--- config.mk ---
export PLATFORM = sky130hd
export DESIGN_NAME = alu_decode_stage_flat
export DESIGN_NICKNAME = d
export VERILOG_FILES = /design/src/rtl/alu_decode_stage.sv /design/src/rtl/alu_decode_if.sv /design/src/flat_wrapper.sv
export SDC_FILE = /design/constraint.sdc
export NUM_CORES = 1
export LEC_CHECK = 0
export BUFFER_PORTS_ARGS = -buffer_cell sky130_fd_sc_hd__buf_2
export CAP_MARGIN = 30
export CORE_MARGIN = 2
export CORE_UTILIZATION = 45
export DETAILED_ROUTE_END_ITERATION = 7
export GPL_TIMING_DRIVEN = 1
export PLACE_DENSITY = 0.67
export SLEW_MARGIN = 20
export SYNTH_ARGS = -nofsm -noshare
export SYNTH_HDL_FRONTEND = slang
export SYNTH_SLANG_ARGS = --single-unit
export TNS_END_PERCENT = 1
--- constraint.sdc ---
create_clock -name clk -period 2.1 [get_ports clk]
set_input_delay 0.105 -clock clk [delete_from_list [all_inputs] [get_ports clk]]
set_output_delay 0.105 -clock clk [all_outputs]
set_load 0.01 [all_outputs]
--- src/rtl/alu_decode_stage.sv ---
// alu_decode_stage
//   Registered RV32I decode stage in front of the ALU. Instructions arrive on
//   a valid/ready handshake, are decoded combinationally and captured into a
//   two-entry skid buffer (main + skid). Outputs always show the main entry.
//   Ports:
//     clk   : rising-edge clock
//     rst_n : asynchronous active-low reset
//     flush : synchronous clear of all buffered entries (wins over transfers)
//     bus   : alu_decode_if.slave, upstream and downstream handshakes + fields

`ifndef ALU_ADD
`define ALU_ADD  4'd0
`define ALU_SUB  4'd1
`define ALU_SLL  4'd2
`define ALU_SLT  4'd3
`define ALU_SLTU 4'd4
`define ALU_XOR  4'd5
`define ALU_SRL  4'd6
`define ALU_SRA  4'd7
`define ALU_OR   4'd8
`define ALU_AND  4'd9
`endif

package alu_decode_pkg;
  typedef enum logic [1:0] {
    SEL_A_RS1  = 2'b00,
    SEL_A_PC   = 2'b01,
    SEL_A_ZERO = 2'b10
  } sel_a_e;

  typedef enum logic [1:0] {
    ST_EMPTY = 2'd0,
    ST_ONE   = 2'd1,
    ST_FULL  = 2'd2
  } buf_state_e;

  typedef struct packed {
    logic [3:0]  alu_op;
    logic [1:0]  sel_a;
    logic        sel_b;
    logic [31:0] imm;
    logic [4:0]  rs1;
    logic [4:0]  rs2;
    logic [4:0]  rd;
    logic        reg_write;
    logic        illegal;
    logic [31:0] pc;
  } entry_t;

  localparam logic [6:0] OPC_OP     = 7'b0110011;
  localparam logic [6:0] OPC_OP_IMM = 7'b0010011;
  localparam logic [6:0] OPC_LUI    = 7'b0110111;
  localparam logic [6:0] OPC_AUIPC  = 7'b0010111;
  localparam logic [6:0] OPC_LOAD   = 7'b0000011;
  localparam logic [6:0] OPC_STORE  = 7'b0100011;

  localparam logic [6:0] F7_BASE = 7'b0000000;
  localparam logic [6:0] F7_ALT  = 7'b0100000;
endpackage

module alu_decode_stage
  import alu_decode_pkg::*;
(
  input  logic         clk,
  input  logic         rst_n,
  input  logic         flush,
  alu_decode_if.slave  bus
);

  // funct3 -> op code; alt selects SUB/SRA for the funct7=0100000 variants
  function automatic logic [3:0] base_op(input logic [2:0] f3, input logic alt);
    logic [3:0] op;
    unique case (f3)
      3'b000:  op = alt ? `ALU_SUB : `ALU_ADD;
      3'b001:  op = `ALU_SLL;
      3'b010:  op = `ALU_SLT;
      3'b011:  op = `ALU_SLTU;
      3'b100:  op = `ALU_XOR;
      3'b101:  op = alt ? `ALU_SRA : `ALU_SRL;
      3'b110:  op = `ALU_OR;
      default: op = `ALU_AND;
    endcase
    return op;
  endfunction

  // ---------------------------------------------------------------------------
  // Combinational decode of the incoming instruction
  // ---------------------------------------------------------------------------
  logic [31:0] instr;
  logic [6:0]  opcode;
  logic [2:0]  funct3;
  logic [6:0]  funct7;
  logic [31:0] imm_i;
  logic [31:0] imm_s;
  logic [31:0] imm_u;
  entry_t      dec;

  assign instr  = bus.in_instr;
  assign opcode = instr[6:0];
  assign funct3 = instr[14:12];
  assign funct7 = instr[31:25];
  assign imm_i  = {{20{instr[31]}}, instr[31:20]};
  assign imm_s  = {{20{instr[31]}}, instr[31:25], instr[11:7]};
  assign imm_u  = {instr[31:12], 12'b0};

  always_comb begin : decode
    // NOTE: every field gets a default first so no path leaves one unassigned,
    // which would otherwise infer a latch.
    dec           = '0;
    dec.alu_op    = `ALU_ADD;
    dec.sel_a     = SEL_A_RS1;
    dec.sel_b     = 1'b0;
    dec.rs1       = instr[19:15];
    dec.rs2       = instr[24:20];
    dec.rd        = instr[11:7];
    dec.pc        = bus.in_pc;

    unique case (opcode)
      OPC_OP: begin
        dec.reg_write = 1'b1;
        if (funct7 == F7_BASE)
          dec.alu_op = base_op(funct3, 1'b0);
        else if (funct7 == F7_ALT && (funct3 == 3'b000 || funct3 == 3'b101))
          dec.alu_op = base_op(funct3, 1'b1);
        else
          dec.illegal = 1'b1;
      end
      OPC_OP_IMM: begin
        dec.reg_write = 1'b1;
        dec.sel_b     = 1'b1;
        dec.imm       = imm_i;
        // Only the shifts constrain funct7; for the rest it is immediate bits.
        if (funct3 == 3'b001) begin
          dec.alu_op  = `ALU_SLL;
          dec.illegal = (funct7 != F7_BASE);
        end else if (funct3 == 3'b101) begin
          if (funct7 == F7_BASE)     dec.alu_op = `ALU_SRL;
          else if (funct7 == F7_ALT) dec.alu_op = `ALU_SRA;
          else                       dec.illegal = 1'b1;
        end else begin
          dec.alu_op = base_op(funct3, 1'b0);
        end
      end
      OPC_LUI: begin
        dec.sel_a     = SEL_A_ZERO;
        dec.sel_b     = 1'b1;
        dec.imm       = imm_u;
        dec.reg_write = 1'b1;
      end
      OPC_AUIPC: begin
        dec.sel_a     = SEL_A_PC;
        dec.sel_b     = 1'b1;
        dec.imm       = imm_u;
        dec.reg_write = 1'b1;
      end
      OPC_LOAD: begin
        dec.sel_b     = 1'b1;
        dec.imm       = imm_i;
        dec.reg_write = 1'b1;
      end
      OPC_STORE: begin
        dec.sel_b = 1'b1;
        dec.imm   = imm_s;
      end
      // Covers unknown opcodes and any instr[1:0] != 2'b11.
      default: dec.illegal = 1'b1;
    endcase

    if (dec.illegal) begin
      dec.alu_op    = `ALU_ADD;
      dec.reg_write = 1'b0;
    end
  end

  // ---------------------------------------------------------------------------
  // Two-entry skid buffer
  // ---------------------------------------------------------------------------
  buf_state_e state_q, state_d;
  entry_t     main_q,  main_d;
  entry_t     skid_q,  skid_d;
  logic       in_ready_q, in_ready_d;
  logic       out_valid_q, out_valid_d;
  logic       in_xfer;
  logic       out_xfer;

  assign in_xfer  = bus.in_valid & in_ready_q;
  assign out_xfer = out_valid_q & bus.out_ready;

  always_comb begin : buf_next
    state_d = state_q;
    main_d  = main_q;
    skid_d  = skid_q;

    if (flush) begin
      state_d = ST_EMPTY;
    end else begin
      unique case (state_q)
        ST_EMPTY: begin
          if (in_xfer) begin
            main_d  = dec;
            state_d = ST_ONE;
          end
        end
        ST_ONE: begin
          if (in_xfer && out_xfer) begin
            main_d = dec;
          end else if (in_xfer) begin
            skid_d  = dec;
            state_d = ST_FULL;
          end else if (out_xfer) begin
            state_d = ST_EMPTY;
          end
        end
        ST_FULL: begin
          // in_ready is low here, so only the drain case exists.
          if (out_xfer) begin
            main_d  = skid_q;
            state_d = ST_ONE;
          end
        end
        default: state_d = ST_EMPTY;
      endcase
    end

    // Handshake flags are registered from the next state so in_ready has no
    // combinational path from out_ready.
    in_ready_d  = (state_d != ST_FULL);
    out_valid_d = (state_d != ST_EMPTY);
  end

  // NOTE: the buffer entries are reset too, because every data output must
  // read as zero during reset, not just the valid flags.
  always_ff @(posedge clk or negedge rst_n) begin
    if (!rst_n) begin
      state_q     <= ST_EMPTY;
      main_q      <= '0;
      skid_q      <= '0;
      in_ready_q  <= 1'b1;
      out_valid_q <= 1'b0;
    end else begin
      // NOTE: non-blocking assignments so all registers update from the same
      // pre-edge values.
      state_q     <= state_d;
      main_q      <= main_d;
      skid_q      <= skid_d;
      in_ready_q  <= in_ready_d;
      out_valid_q <= out_valid_d;
    end
  end

  assign bus.in_ready      = in_ready_q;
  assign bus.out_valid     = out_valid_q;
  assign bus.out_alu_op    = main_q.alu_op;
  assign bus.out_sel_a     = main_q.sel_a;
  assign bus.out_sel_b     = main_q.sel_b;
  assign bus.out_imm       = main_q.imm;
  assign bus.out_rs1       = main_q.rs1;
  assign bus.out_rs2       = main_q.rs2;
  assign bus.out_rd        = main_q.rd;
  assign bus.out_reg_write = main_q.reg_write;
  assign bus.out_illegal   = main_q.illegal;
  assign bus.out_pc        = main_q.pc;

endmodule

--- src/rtl/alu_decode_if.sv ---
// alu_decode_if
//   Handshake and data bundle between fetch, the decode stage and execute.
//   Upstream side : in_valid, in_ready, in_instr, in_pc.
//   Downstream side: out_valid, out_ready and the decoded fields
//                    (out_alu_op, out_sel_a, out_sel_b, out_imm, out_rs1,
//                    out_rs2, out_rd, out_reg_write, out_illegal, out_pc).
//   slave  : view taken by the decode stage.
//   master : view taken by the environment around it (fetch + execute).
interface alu_decode_if;
  logic        in_valid;
  logic        in_ready;
  logic [31:0] in_instr;
  logic [31:0] in_pc;
  logic        out_valid;
  logic        out_ready;
  logic [3:0]  out_alu_op;
  logic [1:0]  out_sel_a;
  logic        out_sel_b;
  logic [31:0] out_imm;
  logic [4:0]  out_rs1;
  logic [4:0]  out_rs2;
  logic [4:0]  out_rd;
  logic        out_reg_write;
  logic        out_illegal;
  logic [31:0] out_pc;

  modport slave (
    input  in_valid, in_instr, in_pc, out_ready,
    output in_ready, out_valid, out_alu_op, out_sel_a, out_sel_b, out_imm,
           out_rs1, out_rs2, out_rd, out_reg_write, out_illegal, out_pc
  );

  modport master (
    output in_valid, in_instr, in_pc, out_ready,
    input  in_ready, out_valid, out_alu_op, out_sel_a, out_sel_b, out_imm,
           out_rs1, out_rs2, out_rd, out_reg_write, out_illegal, out_pc
  );
endinterface

--- src/flat_wrapper.sv ---
// flat-port wrapper written by rule: the top's interface ports become plain ports
module alu_decode_stage_flat import alu_decode_pkg::*;
  (clk, rst_n, flush, bus_in_valid, bus_in_instr, bus_in_pc, bus_out_ready, bus_in_ready, bus_out_valid, bus_out_alu_op, bus_out_sel_a, bus_out_sel_b, bus_out_imm, bus_out_rs1, bus_out_rs2, bus_out_rd, bus_out_reg_write, bus_out_illegal, bus_out_pc);
  alu_decode_if bus_i ();
  input  logic clk;
  input  logic rst_n;
  input  logic flush;
  input wire logic [$bits(bus_i.in_valid)-1:0] bus_in_valid;
  input wire logic [$bits(bus_i.in_instr)-1:0] bus_in_instr;
  input wire logic [$bits(bus_i.in_pc)-1:0] bus_in_pc;
  input wire logic [$bits(bus_i.out_ready)-1:0] bus_out_ready;
  output wire logic [$bits(bus_i.in_ready)-1:0] bus_in_ready;
  output wire logic [$bits(bus_i.out_valid)-1:0] bus_out_valid;
  output wire logic [$bits(bus_i.out_alu_op)-1:0] bus_out_alu_op;
  output wire logic [$bits(bus_i.out_sel_a)-1:0] bus_out_sel_a;
  output wire logic [$bits(bus_i.out_sel_b)-1:0] bus_out_sel_b;
  output wire logic [$bits(bus_i.out_imm)-1:0] bus_out_imm;
  output wire logic [$bits(bus_i.out_rs1)-1:0] bus_out_rs1;
  output wire logic [$bits(bus_i.out_rs2)-1:0] bus_out_rs2;
  output wire logic [$bits(bus_i.out_rd)-1:0] bus_out_rd;
  output wire logic [$bits(bus_i.out_reg_write)-1:0] bus_out_reg_write;
  output wire logic [$bits(bus_i.out_illegal)-1:0] bus_out_illegal;
  output wire logic [$bits(bus_i.out_pc)-1:0] bus_out_pc;
  assign bus_i.in_valid = bus_in_valid;
  assign bus_i.in_instr = bus_in_instr;
  assign bus_i.in_pc = bus_in_pc;
  assign bus_i.out_ready = bus_out_ready;
  assign bus_in_ready = bus_i.in_ready;
  assign bus_out_valid = bus_i.out_valid;
  assign bus_out_alu_op = bus_i.out_alu_op;
  assign bus_out_sel_a = bus_i.out_sel_a;
  assign bus_out_sel_b = bus_i.out_sel_b;
  assign bus_out_imm = bus_i.out_imm;
  assign bus_out_rs1 = bus_i.out_rs1;
  assign bus_out_rs2 = bus_i.out_rs2;
  assign bus_out_rd = bus_i.out_rd;
  assign bus_out_reg_write = bus_i.out_reg_write;
  assign bus_out_illegal = bus_i.out_illegal;
  assign bus_out_pc = bus_i.out_pc;
  alu_decode_stage u_core (.clk(clk), .rst_n(rst_n), .flush(flush), .bus(bus_i));
endmodule
* Word-level counts from Yosys, hierarchy flattened
Index checks and enable logic that the tools add are counted.
** Operators by class
- Eq/ne operators :: 19
- Muxes and demuxes :: 33
- Bitwise gates (word level) :: 4
- Reductions and logical operators :: 15
** Operators with widths (count)
- two-way mux 88 bit :: 3
- one-hot mux 88 bit (3 select lines) :: 1
- one-hot mux 33 bit (3 select lines) :: 1
- one-hot mux 4 bit (7 select lines) :: 2
- equality test 7 x 6 -> 1 bit (second input constant) :: 4
- two-way mux 4 bit :: 6
- one-hot mux 4 bit (5 select lines) :: 1
- equality test 7 x 5 -> 1 bit (second input constant) :: 2
- two-way mux 2 bit :: 6
- equality test 3 bit (second input constant) :: 3
- two-way mux 1 bit :: 8
- one-hot mux 4 bit (2 select lines) :: 1
- equality test 7 x 2 -> 1 bit (second input constant) :: 1
- zero test 7 bit :: 1
- nonzero test 7 bit :: 1
- equality test 3 x 2 -> 1 bit (second input constant) :: 2
- inequality test 2 x 1 -> 1 bit (second input constant) :: 3
- one-hot mux 2 bit (3 select lines) :: 1
- AND reduction 5 bit :: 1
- OR reduction 5 bit :: 1
- one-hot mux 2 bit (2 select lines) :: 1
- AND reduction 4 bit :: 1
- OR reduction 2 bit :: 2
- OR reduction 4 bit :: 1
- 14 further kinds :: 17
** Word-level totals
- Flip-flop bits (word level) :: 180
- Input port bits :: 69
- Output and inout bits :: 90
- Logic and storage cells :: 94

* Logic depth before layout (Yosys ltp)
- Depth in word-level cells :: 9
- Gate-level depth with buffers :: 8
- Mapped depth without buffers :: 5

* Worst setup path after synthesis
Ideal clock, no wire load.
- Kind :: register to register
- From :: reg u_core.state_q[0]
- To :: reg u_core.main_q, in the netlist u_core.bus.out_reg_write
- Setup time :: 0.126 ns
- Arrival :: 1.655 ns
- Required time :: 1.974 ns
- Setup slack :: 0.318 ns
- Cell stages (with the launch flop) :: 9
- Buffers on the path :: 3
- Period minus slack after synthesis :: 1.782 ns
- Cells stage by stage :: dfrtp_1 -> nand2b_1 -> clkbuf_1 -> and2_1 -> or3_1 -> buf_6 -> buf_2 -> a21oi_1 -> o31ai_1
** Between the ends
- Longest elaborated chain between the ends :: 3
- Elaborated cells between the ends (all ways) :: 9
- Classes of those cells :: 5 x eq/ne; 1 x mux; 3 x reduce/logical
** RTL lines
- from (decl) :: line alu_decode_stage.sv:178 : buf_state_e state_q, state_d;
- from (signal assigned) :: line alu_decode_stage.sv:243 : state_q <= state_d;
- equality test 2 bit, or another cell as far along :: line alu_decode_stage.sv:197 : unique case (state_q)
- inequality test 2 x 1 -> 1 bit (no source line) or nonzero test 3 bit (tied branches)
- AND reduction 5 bit (no source line)
- to (signal assigned) :: line alu_decode_stage.sv:244 : main_q <= main_d;
- to (decl) :: line alu_decode_stage.sv:179 : entry_t main_q, main_d;
Parallel ways exist; a longest one is shown, timed or not.
A chain may end at the register's enable or synchronous reset.

* Worst setup path in the final report
- From :: in bus_in_instr[31]
- To :: reg u_core.main_q, in the netlist u_core.bus.out_alu_op[1]
** Between the ends
- Longest elaborated chain between the ends :: 9
- Elaborated cells between the ends (all ways) :: 22
- Classes of those cells :: 1 x eq/ne; 18 x mux; 3 x reduce/logical
** RTL lines
- from (decl) :: line flat_wrapper.sv:9 : input wire logic [$bits(bus_i.in_instr)-1:0] bus_in_instr;
- equality test 7 x 6 -> 1 bit :: line alu_decode_stage.sv:123, alu_decode_stage.sv:138
- two-way mux 1 bit or two-way mux 3 bit (tied branches) :: line alu_decode_stage.sv:138 : else if (funct7 == F7_ALT) dec.alu_op = `ALU_SRA;
- two-way mux 1 bit or two-way mux 4 bit (tied branches) :: line alu_decode_stage.sv:137 : if (funct7 == F7_BASE) dec.alu_op = `ALU_SRL;
- two-way mux 1 bit or two-way mux 4 bit (tied branches) :: line alu_decode_stage.sv:136 : end else if (funct3 == 3'b101) begin
- two-way mux 1 bit or two-way mux 4 bit (tied branches) :: line alu_decode_stage.sv:133 : if (funct3 == 3'b001) begin
- one-hot mux 1 bit (3 select lines) or one-hot mux 4 bit (2 select lines) (tied branches) :: line alu_decode_stage.sv:118 : unique case (opcode)
- two-way mux 4 bit (*) :: line alu_decode_stage.sv:169 : if (dec.illegal) begin
- two-way mux 88 bit (on tied branches) :: line alu_decode_stage.sv:205, alu_decode_stage.sv:199
- one-hot mux 88 bit (3 select lines) (*) :: line alu_decode_stage.sv:197
Every way passes the cells marked *; elsewhere a longest branch is shown, timed or not. The select of a mux whose other input is x is not followed.

==> impl_metrics.toml <==
[yosys]
ys_seq_area_frac = 0.561
syn_area_per_cell_sq_um = 9.60
synth_area_leaders = "dfrtp_1 (56%), nand2_1 (8.3%), mux2_2 (6.9%), o21ai_0 (4.0%), a31oi_1 (3.9%)"
ys.flop_type = "dfrtp_1"
netlist.top_cell.by_area = "dfrtp_1"
synth_area_sq_um = 8030
yosysUniqueCellTypes = 54
synth.yosys.warnings = 0
synth_most_common_cell = "dfrtp_1"
synth_commonest_cells = "dfrtp_1 (179), nand2_1 (177), nor2_1 (70)"
synthArstFlopShare = 1.00
syn_inst = 837
syn-num-nets = 906
synth_edf_count = 0
yosys_register_bits = 180
yosysTopAreaCellShare = 0.558

[cts]
cts-root-buf = "clkbuf_16"
cts_inserted_buffers = 17
cts_tree = "yes"
ctsLongestPathBuffers = 2
cts_sinks = 180
postCtsSetupBuffers = 0
clk_pin_slew_ns = 0.06
insertion_delay_ns = 0.42
htreeDepth = 4

[cells_and_area]
nets = 1101
multi_input_comb_area_sq_um = 3240
num_antenna_cells = 0
syn2layout_area_growth_pct = 28.4
stdcell_count = 1270
layout.area.seq_sq_um = 4510
drive_gt1_frac = 0.266
fin_util = 0.594
n_fill_cell = 1511
post-route-cell-area_sq_um = 10300

[place]
hpwl_um = 13200
dpl_cell_area_sq_um = 9180
post-place-ws_ns = 0.245
finalWeightedCongestion = 0.806
io_buffers = 158
placed_cells = 1182

[detailed_routing]
vias_per_cell = 5.37
drc = 0
firstDrtPassIters = 5
wire_per_inst_um = 16.1
drt_iter0_drc = 525
postRouteAntennaNets = 0
routed_wl_um = 20500
num_vias = 6820

[global_route]
grt_antenna_before_repair = 0
grt_max_degree = 57
grtUsageTotal = 0.224
grt_first_pass_wirelength_um = 33100
overflow = 0
grt_pass1_vias = 6460

[timing]
setup_viol = 0
worst_slew_pin_slew_ns = 0.579
hold_viol_final = 0
fin_crit_ns = 1.92
max_freq_mhz = 521
rsz0062_at_grt = "false"
drv_slew = 0
fin_tns_setup_ns = 0
setup_slack_ns = 0.179
finalCritPeriodShare = 0.915
max_slew_margin = 0.614
fin_skew_ns = 0.00709

[worst_setup_path]
cp_data_arrival_time_ns = 2.27
max_stage_delay_ns = 0.56
slowest_stage = "or4_4"
path_max_fanout = 5
crit_chain = "dlygate4sd3_1 -> buf_2 -> or4_4 -> o21ai_2 -> nand3_1 -> or4_1 -> a21oi_1"
cp_num_buf_inv = 2
endpoint_kind = "flip-flop"
critPathTopFamily = "simple AND/OR/NAND/NOR gates"
required_ns = 2.45
worstSetupPathType = "primary input to flip-flop"
cp-start-kind = "primary input"
crit_start = "bus_in_instr[31]"
r2r-start = "u_core.state_q[1]$_DFF_PN0_"

[die]
die_area_sq_um = 18900
coreArea_sq_um = 17400
die_w_um = 138
boundaryPins = 159
fp.dieH_um = 138
start_util = 0.463
rows = 48

[pwr]
p_leak_nw = 4.64
power.density_nw_per_um2 = 977
ir_drop_mv = 0.587

[job]
cap_viol_max_count = 0

[worst_hold_path]
min_path_type = "primary input to flip-flop"
worstHoldStart = "bus_in_instr[30]"

[status]
status = "completed"
==> worst min-delay path, delay by kind of cell <==
kind / cells / cell delay [ns]
AOI/OAI and AO/OA: 1 / 0.05
and+or+nand+nor: 1 / 0.08
buffers and inverters: 1 / 0.17
==> through the flow <==
step	hold slack (ns)	total power, mW
after floorplan	-0.191	5.99
after global placement	0.115	6.87
after detailed placement	0.114	6.94
after CTS	0.00914	10.2
after global routing	0.0426	10.7
final	0.0316	10.1
==> per-layer routing <==
| layer | vias to the layer above | GRT usage | share of wire |
|---|---|---|---|
| li1 | 3308 | - | - |
| met3 | 31 | 0.0408 | 0.054 |
| met4 | 0 | 0.0830 | 0.019 |
| met5 | - | 0 | 0 |
| met2 | 208 | 0.359 | 0.47 |
| met1 | 3273 | 0.303 | 0.46 |
==> report_power, final <==
group          total (mW)  switching, mW  internal, mW
registers            4.75          0.437          4.31
logic                2.20           1.14          1.07
clock network        3.13           1.29          1.84
total                10.1           2.87          7.22
==> repair_timing <==
item	in CTS	in global routing
hold buffers	56	0
hold endpoints to repair	160	0
resized for setup	0	0
==> sequential cells by signal, summed over array words and instances, names as in the netlist, 2 cells and up <==
name and flops:
u_core.skid_q 88, u_core.bus.out_rd 5, u_core.bus.out_pc 32, u_core.bus.out_imm 32, u_core.bus.out_rs2 5, u_core.bus.out_alu_op 4, u_core.bus.out_sel_a 2, u_core.bus.out_rs1 5
u_core.state_q 2
==> path summary, 6_finish.rpt <==
kind	slack [ns]	to	depth (start not counted)
setup / recovery	0.18	u_core.bus.out_alu_op[1]$_DFFE_PN0P_	7
hold / removal	0.03	u_core.bus.out_imm[10]$_DFFE_PN0P_	3
setup reg to reg	0.23	u_core.bus.out_reg_write$_DFFE_PN0P_	6
hold reg to reg	0.47	u_core.skid_q[33]$_DFFE_PN0P_	2
max in group asynchronous	1.22	u_core.bus.out_pc[0]$_DFFE_PN0P_	3
min in group asynchronous	0.22	u_core.bus.out_imm[13]$_DFFE_PN0P_	2
==> cells in the final DEF (no fill, tap or decap), drive strengths merged, types with 2 or more instances in the layout <==
master	n
nor3	8
a21o	2
o41ai	2
nor2	70
a21oi	56
inv	3
or4	2
and3	5
a31oi	50
dfrtp	179
nor4	3
nor2b	6
and3b	2
mux2	49
clkbuf	24
a211oi	22
o311ai	2
dlygate4sd3	56
and2b	4
o21ai	85
clkinvlp	3
nand2	177
nand3	13
or3	2
clkinv	4
bufinv	2
o31ai	8
and2	3
nand3b	2
nand2b	2
buf	185
==> area by class of cell <==
class                      count  area share
clock buffer                  23      0.0463
clock inverter                 9     0.00994
inverter                       3     0.00109
multi-input combinational    588       0.314
sequential                   180       0.437
tap                          225      0.0273
timing repair buffer         242       0.164
==> kinds of logic after synthesis <==
logic type | share of synthesized area
multiplexers | 0.0699
AND/OR/NAND/NOR | 0.159
XOR/XNOR | 0.00109
AO/OA/AOI/OAI | 0.170
flip-flops | 0.561
buffers and inverters | 0.0389
Power figures use the tool's default switching activity.
